`config.mk`:
```
export PLATFORM = sky130hd
export DESIGN_NAME = c1541_gcr_stream
export DESIGN_NICKNAME = d
export VERILOG_FILES = /design/src/rtl/c1541_gcr_stream_pkg.sv /design/src/rtl/c1541_gcr_stream_bit_timer.sv /design/src/rtl/c1541_gcr_stream.sv
export SDC_FILE = /design/constraint.sdc
export NUM_CORES = 1
export LEC_CHECK = 0
export CAP_MARGIN = 0
export CORE_UTILIZATION = 50
export CTS_CLUSTER_SIZE = 28
export DETAILED_ROUTE_END_ITERATION = 8
export GPL_TIMING_DRIVEN = 0
export PLACE_DENSITY = 0.84
export SYNTH_ARGS = -nofsm -noshare
export SYNTH_HDL_FRONTEND = slang
export SYNTH_SLANG_ARGS = --single-unit
```
`constraint.sdc`:
```
create_clock -name clk32 -period 7.1 [get_ports clk32]
set_input_delay 1.42 -clock clk32 [delete_from_list [all_inputs] [get_ports clk32]]
set_output_delay 1.42 -clock clk32 [all_outputs]
set_load 0.03 [all_outputs]
```
`src/rtl/c1541_gcr_stream_pkg.sv`:
```
// Shared constants and types for the 1541 GCR media stream.
// Bit-cell period is (ZONE_BASE - zone) * ZONE_SCALE clk32 cycles.
package c1541_pkg;

  localparam int ZONE_BASE      = 16;
  localparam int ZONE_SCALE     = 8;
  localparam int BYTE_PULSE_DEF = 32;
  localparam int SYNC_ONES_DEF  = 10;

  typedef enum logic {
    WR = 1'b0,
    RD = 1'b1
  } gcr_mode_t;

  function automatic logic [7:0] zone_period(input logic [1:0] zone);
    return 8'((ZONE_BASE - int'(zone)) * ZONE_SCALE);
  endfunction

endpackage

```
`src/rtl/c1541_gcr_stream_bit_timer.sv`:
```
// Zone-dependent bit-cell timer producing a one-cycle bit_tick.
// The zone is sampled when a cell starts, so a running cell keeps its old length.
module c1541_bit_timer
  import c1541_pkg::*;
(
  input  logic       clk32,
  input  logic       reset,
  input  logic       run,
  input  logic [1:0] speed_zone,
  output logic       bit_tick
);

  logic [7:0] cnt;
  logic [1:0] zone_q;
  logic [1:0] zone_eff;

  assign zone_eff = (cnt == 8'd0) ? speed_zone : zone_q;
  assign bit_tick = run && (cnt == zone_period(zone_eff) - 8'd1);

  always_ff @(posedge clk32) begin
    if (reset) begin
      cnt    <= 8'd0;
      zone_q <= 2'd0;
    end else if (run) begin
      if (cnt == 8'd0) zone_q <= speed_zone;
      cnt <= bit_tick ? 8'd0 : cnt + 8'd1;
    end
  end

endmodule

```
`src/rtl/c1541_gcr_stream.sv`:
```
// Track-buffer GCR streamer feeding the 1541 drive logic (din/sync_n/byte_n)
// and writing dout back into the buffer in write mode.
module c1541_gcr_stream
  import c1541_pkg::*;
#(
  parameter int ADDR_W     = 13,
  parameter int BYTE_PULSE = BYTE_PULSE_DEF,
  parameter int SYNC_ONES  = SYNC_ONES_DEF
) (
  input  logic              clk32,
  input  logic              reset,
  input  logic              mtr,
  input  logic              mode,
  input  logic              soe,
  input  logic [1:0]        speed_zone,
  input  logic [7:0]        dout,
  output logic [7:0]        din,
  output logic              sync_n,
  output logic              byte_n,
  input  logic [ADDR_W-1:0] track_len,
  output logic [ADDR_W-1:0] buf_addr,
  input  logic [7:0]        buf_rdata,
  output logic [7:0]        buf_wdata,
  output logic              buf_we
);

  localparam int          PW      = $clog2(BYTE_PULSE + 1);
  localparam logic [3:0]  SYNC_TH = 4'(SYNC_ONES);

  logic            run;
  logic            bit_tick;
  gcr_mode_t       mode_q, mode_d;
  logic [2:0]      bit_pos, bit_pos_d;
  logic [2:0]      bit_cnt, bit_cnt_d;
  logic [3:0]      ones_cnt, ones_d, ones_inc;
  logic [7:0]      shift_q, shift_d;
  logic [7:0]      rd_byte;
  logic [7:0]      wr_byte, wr_byte_d;
  logic            wr_valid, wr_valid_d;
  logic [PW-1:0]   pulse_cnt, pulse_d;
  logic [7:0]      din_d;
  logic [ADDR_W-1:0] addr_d, addr_next;
  logic [ADDR_W:0] addr_inc;
  logic            cur_bit;
  logic            byte_done;
  logic            wr_fire;

  assign run = mtr && (track_len != '0);

  c1541_bit_timer u_timer (
    .clk32      (clk32),
    .reset      (reset),
    .run        (run),
    .speed_zone (speed_zone),
    .bit_tick   (bit_tick)
  );

  // bit_pos tracks the head inside the buffer byte; bit_cnt frames the
  // assembled byte and is held at zero while a SYNC mark is being read.
  always_comb begin
    mode_d     = mode_q;
    bit_pos_d  = bit_pos;
    bit_cnt_d  = bit_cnt;
    ones_d     = ones_cnt;
    shift_d    = shift_q;
    din_d      = din;
    addr_d     = buf_addr;
    wr_byte_d  = wr_byte;
    wr_valid_d = wr_valid;
    pulse_d    = (pulse_cnt != '0) ? pulse_cnt - 1'b1 : '0;
    byte_done  = 1'b0;
    wr_fire    = 1'b0;
    cur_bit    = rd_byte[~bit_pos];
    ones_inc   = (ones_cnt == 4'hF) ? 4'hF : ones_cnt + 4'd1;
    addr_inc   = {1'b0, buf_addr} + 1'b1;
    addr_next  = (addr_inc >= {1'b0, track_len}) ? '0 : addr_inc[ADDR_W-1:0];

    if (mode_q == WR) ones_d = 4'd0;

    if (!run) begin
      pulse_d = '0;
    end else if (bit_tick) begin
      bit_pos_d = bit_pos + 3'd1;
      if (mode_q == RD) begin
        ones_d  = cur_bit ? ones_inc : 4'd0;
        shift_d = {shift_q[6:0], cur_bit};
        if (ones_d >= SYNC_TH) begin
          bit_cnt_d = 3'd0;
        end else if (bit_cnt == 3'd7) begin
          bit_cnt_d = 3'd0;
          din_d     = shift_d;
          byte_done = 1'b1;
        end else begin
          bit_cnt_d = bit_cnt + 3'd1;
        end
      end else begin
        bit_cnt_d = bit_pos + 3'd1;
        if (bit_pos == 3'd7) begin
          byte_done  = 1'b1;
          wr_fire    = wr_valid;
          wr_byte_d  = dout;
          wr_valid_d = 1'b1;
        end
      end

      if (bit_pos == 3'd7) begin
        addr_d = addr_next;
        mode_d = mode ? RD : WR;
        if (mode_d != mode_q) begin
          bit_cnt_d  = 3'd0;
          wr_valid_d = 1'b0;
        end
      end

      if (byte_done && soe) pulse_d = PW'(BYTE_PULSE);
    end
  end

  always_ff @(posedge clk32) begin
    if (reset) begin
      mode_q    <= mode ? RD : WR;
      bit_pos   <= 3'd0;
      bit_cnt   <= 3'd0;
      ones_cnt  <= 4'd0;
      shift_q   <= 8'h00;
      rd_byte   <= 8'h00;
      wr_byte   <= 8'h00;
      wr_valid  <= 1'b0;
      pulse_cnt <= '0;
      din       <= 8'h00;
      buf_addr  <= '0;
    end else begin
      mode_q    <= mode_d;
      bit_pos   <= bit_pos_d;
      bit_cnt   <= bit_cnt_d;
      ones_cnt  <= ones_d;
      shift_q   <= shift_d;
      rd_byte   <= buf_rdata;
      wr_byte   <= wr_byte_d;
      wr_valid  <= wr_valid_d;
      pulse_cnt <= pulse_d;
      din       <= din_d;
      buf_addr  <= addr_d;
    end
  end

  assign sync_n    = !(run && (mode_q == RD) && (ones_cnt >= SYNC_TH));
  assign byte_n    = !(run && (pulse_cnt != '0));
  assign buf_wdata = wr_byte;
  assign buf_we    = wr_fire && !reset;

endmodule

```
==> results of run 1 <==
==> registers in the layout, summed over array words and instances (netlist names), 4 cells and up <==
| name | flops |
|---|---|
| buf_addr | 13 |
| buf_wdata | 8 |
| din | 8 |
| ones_cnt | 4 |
| pulse_cnt | 6 |
| rd_byte | 8 |
| shift_q | 7 |
| u_timer.cnt | 8 |
==> routing by layer <==
metal / global-route usage, % / wire [um]
met2: 39.4 / 4270
met5: 0 / 0
met4: 10.7 / 197
met1: 30.1 / 4020
met3: 5.72 / 483
==> logic make-up after synthesis <==
| kind of cell | share of synthesized area (%) |
|---|---|
| AOI/OAI and AO/OA | 12.5 |
| xor gates and xnor gates | 4.13 |
| adders and majority gates | 7.87 |
| buffers and inverters | 5.15 |
| DFF | 38.0 |
| muxes | 5.18 |
| and+or+nand+nor | 27.2 |
==> layout make-up <==
class,count,area [um2]
repair buffers,66,661
clock inverters,5,129
flip-flops and latches,72,1450
plain buffers,19,103
inverters,25,93.8
fillers,589,2470
well taps,99,124
clock buffers,10,128
multi-input cells,331,2170
==> Yosys cell counts (6+ instances only) <==
| cell | instances | area [um2] |
|---|---|---|
| dfxtp_1 | 71 | 1420 |
| nand2_1 | 53 | 199 |
| nor2_1 | 35 | 131 |
| nand3_1 | 32 | 160 |
| a21oi_1 | 29 | 145 |
| inv_1 | 25 | 93.8 |
| ha_1 | 24 | 300 |
| nor3_1 | 15 | 75.1 |
| nor2b_1 | 12 | 75.1 |
| xnor2_1 | 12 | 105 |
| nand4_1 | 11 | 68.8 |
| mux2i_1 | 10 | 100 |
| clkbuf_1 | 9 | 33.8 |
| nand2b_1 | 9 | 56.3 |
| nand3b_1 | 6 | 45.0 |
| o21ai_0 | 6 | 30.0 |
| or3_1 | 6 | 37.5 |
| xor2_1 | 6 | 52.6 |
==> final timing paths <==
kind / start / endpoint / slack, ns / cells after the start
max reg2reg: buf_addr[2] / buf_addr[9] / 3.58 / 13
max: track_len[6] / buf_we / 1.89 / 7
min: shift_q[6] / shift_q[6] / 0.46 / 2
min reg2reg: shift_q[6] / shift_q[6] / 0.46 / 2
==> critical path, delay by kind of cell <==
kind	cells	cell delay, ns
and+or+nand+nor	5	1.31
buffers and inverters	2	1.06
==> power by group through the flow <==
stage	combinational, mW	clock [mW]	sequential, mW
global route	0.199	0.447	0.437
floorplan	0.122	0	0.440
finish	0.179	0.427	0.434
global placement	0.170	0	0.442
detailed placement	0.179	0	0.444
CTS	0.180	0.431	0.434
==> stage by stage <==
stage,util [%],hold slack [ns],setup WS [ns],cells,total power [mW]
finish,66.3,0.457,1.89,627,1.04
global route,66.3,0.473,1.85,627,1.08
CTS,66.3,0.459,1.96,627,1.05
detailed placement,62.8,0.448,1.97,612,0.622
global placement,62.8,0.440,2.00,612,0.613
floorplan,-,0.426,3.01,447,0.563
==> impl_metrics.toml, run 1 <==
[run_status]
status = "finished, final reports clean"

[worst_setup_path]
worstSetupEndpointType = "output pin"
startpoint_type = "primary input"
cp_slowest_cell = "clkdlybuf4s50_1"
critPathArrivalTime_ns = 3.79
cp_max_fo = 6
critPathMaxStageDelay_ns = 0.63
crit_chain = "clkdlybuf4s50_1 > nor4_1 > nand4_1 > and3_1 > nand4_1 > nor3b_1 > clkdlybuf4s50_1"
cp.required_ns = 5.68
worst-setup-path-type = "in2out"

[logic_synthesis]
synth-edff-count = 1
syn_inst = 447
synth_ff_type = "dfxtp_1"
synth.distinct_cells = 57
syn_area_mm2 = 0.00382
ys.warnings.count = 0
avgSynthCellArea_um2 = 8.54
syn_nets = 507
ys_async_sr_fraction_pct = 0
synth_seq_area_share_pct = 38.0
yosys_register_bits = 72

[clocking]
cts_made_buffers = 9
clkLatencyLatePin_ns = 0.36
cts_sinks = 72
cts.htree.levels = 3
cts_root_buffer = "clkbuf_8"
cts.clk_slew.worst_paths_ns = 0.08
cts_tree = "yes"
postCtsResizedCells = 0
clockBufferDepth = 2
ctsHoldBuffers = 0
post_cts_buffers = 0

[floorplanning]
die-area_mm2 = 0.00799
fp.dieW_um = 89.4
row_count = 31
die_h_um = 89.4
core_area_mm2 = 0.00733
ios = 68
initial_core_util_pct = 52.1

[timing]
worst_pin_slew_ns = 0.777
min_period_ns = 5.21
tns_ns = 0
rsz0062_at_grt = "no"
hold_violations = 0
report.final.slew_viol_count = 0
min_period_over_period_pct = 73.3
setup_violations = 0
fmax_mhz = 192
timing.slew.headroom_pct = 47.9
clock_skew_ns = 0.00973

[global_route]
antenna_found_initial = 0
grt_max_degree = 13
grt_use_total_pct = 24.0
grt_pass1_vias = 3193
overflow = 0
grt_pass1_wl_um = 14500

[flow_run]
timing.max_cap.violations = 0

[pwr]
peakVddDrop_mv = 0.0926
switchingPower_uw = 268
power-per-cell-area_mw_per_mm2 = 214
power_frac_comb_pct = 17.2
leakage_nw = 1.95
clockPowerShare_pct = 41.1
seqPwrFrac_pct = 41.7
p_int_uw = 773
switching_share_pct = 25.7

[cells_and_area]
mostFrequentLayoutCells = "dfxtp_1, clkdlybuf4s50_1, nand2_1"
fin_area_mm2 = 0.00486
drive_gt1_share_pct = 6.44
final_common_cell = "dfxtp_1"
diodes = 0
synthToLayoutAreaGrowth_pct = 27.3
fin_nets = 584

[hold_path]
min_path_type = "reg2reg"

[placed_design]
globalplace.congestion = 0.928
portBuffers = 66
place_hpwl_um = 6700
dpl_cell_area_mm2 = 0.00460

[drt]
dr.pass1.iters = 5
routed_wl_um = 8970
ant_nets = 0
drc = 0
vias_per_cell = 5.56
first_iter_violations = 196
wl_per_cell_um = 14.3
vias = 3486
No activity file was read; power rests on OpenSTA's default activity.
==> inputs of run 2 (changes only) <==
--- a/config.mk
+++ b/config.mk
@@ -6,11 +6,11 @@
 export NUM_CORES = 1
 export LEC_CHECK = 0
 export CAP_MARGIN = 0
-export CORE_UTILIZATION = 50
+export CORE_UTILIZATION = 48
 export CTS_CLUSTER_SIZE = 28
 export DETAILED_ROUTE_END_ITERATION = 8
 export GPL_TIMING_DRIVEN = 0
-export PLACE_DENSITY = 0.84
+export PLACE_DENSITY = 0.85
 export SYNTH_ARGS = -nofsm -noshare
 export SYNTH_HDL_FRONTEND = slang
 export SYNTH_SLANG_ARGS = --single-unit
==> constraint.sdc (replaced) <==
create_clock -name clk32 -period 4.25 [get_ports clk32]
set_input_delay 0.85 -clock clk32 [delete_from_list [all_inputs] [get_ports clk32]]
set_output_delay 0.85 -clock clk32 [all_outputs]
set_load 0.03 [all_outputs]
==> run 2 against run 1 <==
Effect of this change: critical path type unchanged; non-clock buffer count unchanged; largest power group unchanged; die area up 4.1%; sequential share of layout area up 0.062 points; power up 62%; first-iteration DRC count down 1.5%; utilization down 3.5 points; design area down 0.21%.
==> impl_metrics.toml, run 2 (same netlist as run 1, synthesis figures left out) <==
[cells_and_area]
synthToLayoutAreaGrowth_pct = 27.0
diodes = 0
mostFrequentLayoutCells = "dfxtp_1, clkdlybuf4s50_1, nand2_1"
fin_nets = 584
largest_reg_flops = 13
final_cell_count_no_fill = 631
drive_gt1_share_pct = 6.62
final_common_cell = "dfxtp_1"
regMostFlops = "buf_addr"
post-route-util_pct = 62.7

[timing]
min_period_over_period_pct = 95.4
min_period_ns = 4.06
clock_skew_ns = 0.0113
rsz0062_at_grt = "no"
timing.slew.headroom_pct = 48.3
worst_pin_slew_ns = 0.772
report.final.slew_viol_count = 0
tns_ns = 0
fmax_mhz = 247
setup_violations = 0
hold_violations = 0

[placed_design]
globalplace.congestion = 0.949
portBuffers = 66
dpl.cell_count = 615
place_hpwl_um = 6730

[pwr]
power-per-cell-area_mw_per_mm2 = 347
peakVddDrop_mv = 0.187
leakage_nw = 1.94

[hold_path]
min_path_type = "reg2reg"
hp-start = "pulse_cnt[0]"

[worst_setup_path]
startpoint_type = "primary input"
cp.required_ns = 3.40
r2r-start = "buf_addr[2]"
worstSetupEndpointType = "output pin"
cp_max_fo = 7
crit_start = "track_len[7]"
worst-setup-path-type = "in2out"
critPathArrivalTime_ns = 3.21

[floorplanning]
fp.dieW_um = 91.2
core_area_mm2 = 0.00773
row_count = 32
ios = 68
die_h_um = 91.2
initial_core_util_pct = 49.4
die-area_mm2 = 0.00831

[global_route]
grt_max_degree = 14
grt_pass1_vias = 3413
overflow = 0
grt_pass1_wl_um = 15400
antenna_found_initial = 0
grt_use_total_pct = 23.0

[clocking]
cts.clk_slew.worst_paths_ns = 0.07
postCtsResizedCells = 0
cts_made_buffers = 9
cts_tree = "yes"
cts_root_buffer = "clkbuf_8"
post_cts_buffers = 0
clkLatencyLatePin_ns = 0.36
cts.htree.levels = 3
cts_sinks = 72
clockBufferDepth = 2
ctsHoldBuffers = 0

[drt]
vias_per_cell = 5.64
first_iter_violations = 193
dr_wl_met3_um = 491
wl_per_cell_um = 14.5
dr.pass1.iters = 5
routed_wl_um = 9160
wl_met2_um = 4460
ant_nets = 0
drc = 0
met1_length_um = 4030
top_layer_used = "met4"
vias = 3559

[flow_run]
timing.max_cap.violations = 0

[run_status]
status = "finished, final reports clean"
## run 2: cell types whose count changed in the layout (fill, tap and decap cells not counted)
cell	previous run	this run
bufinv_16	4	3
clkinv_4	0	1
clkinvlp_4	0	1
## run 2: final timing paths
path              slack [ns]           end  cells after the start
hold / removal          0.46  pulse_cnt[0]                      1
setup reg to reg        0.78   buf_addr[2]                     13
hold reg to reg         0.46  pulse_cnt[0]                      1
setup / recovery        0.19        sync_n                      5
## run 2: worst max-delay path: stages
cell	delay [ns]
clkdlybuf4s50_1	0.42
nor4_1	0.56
a41oi_1	0.44
nand4_1	0.25
clkdlybuf4s50_1	0.69
## run 2: metal layers
layer | up-vias | global-route usage, %
li1 | 1723 | -
met1 | 1701 | 28.2
met2 | 112 | 38.7
met3 | 23 | 6.11
met4 | 0 | 8.73
met5 | - | 0
## run 2: layout make-up
type	count	area [um2]
plain buffers	19	103
clock inverters	6	115
fillers	638	2880
well taps	102	128
inverters	25	93.8
repair buffers	66	661
flip-flops and latches	72	1450
clock buffers	10	128
multi-input cells	331	2170
## run 2: report_power, final
part           total [mW]  switching [mW]  internal (mW)  leakage (nW)
Clock               0.663           0.270          0.393         0.117
Sequential          0.724          0.0196          0.705         0.585
Combinational       0.294           0.155          0.139          1.24
## run 2: stage by stage
| stage | area (um2) | setup slack [ns] | hold WS (ns) | total power [mW] |
|---|---|---|---|---|
| global route | 4850 | 0.160 | 0.489 | 1.77 |
| finish | 4850 | 0.194 | 0.463 | 1.68 |
| global placement | 4610 | 0.256 | 0.438 | 1.02 |
| detailed placement | 4610 | 0.253 | 0.445 | 1.03 |
| CTS | 4850 | 0.251 | 0.467 | 1.69 |
| floorplan | 3820 | 1.12 | 0.426 | 0.940 |
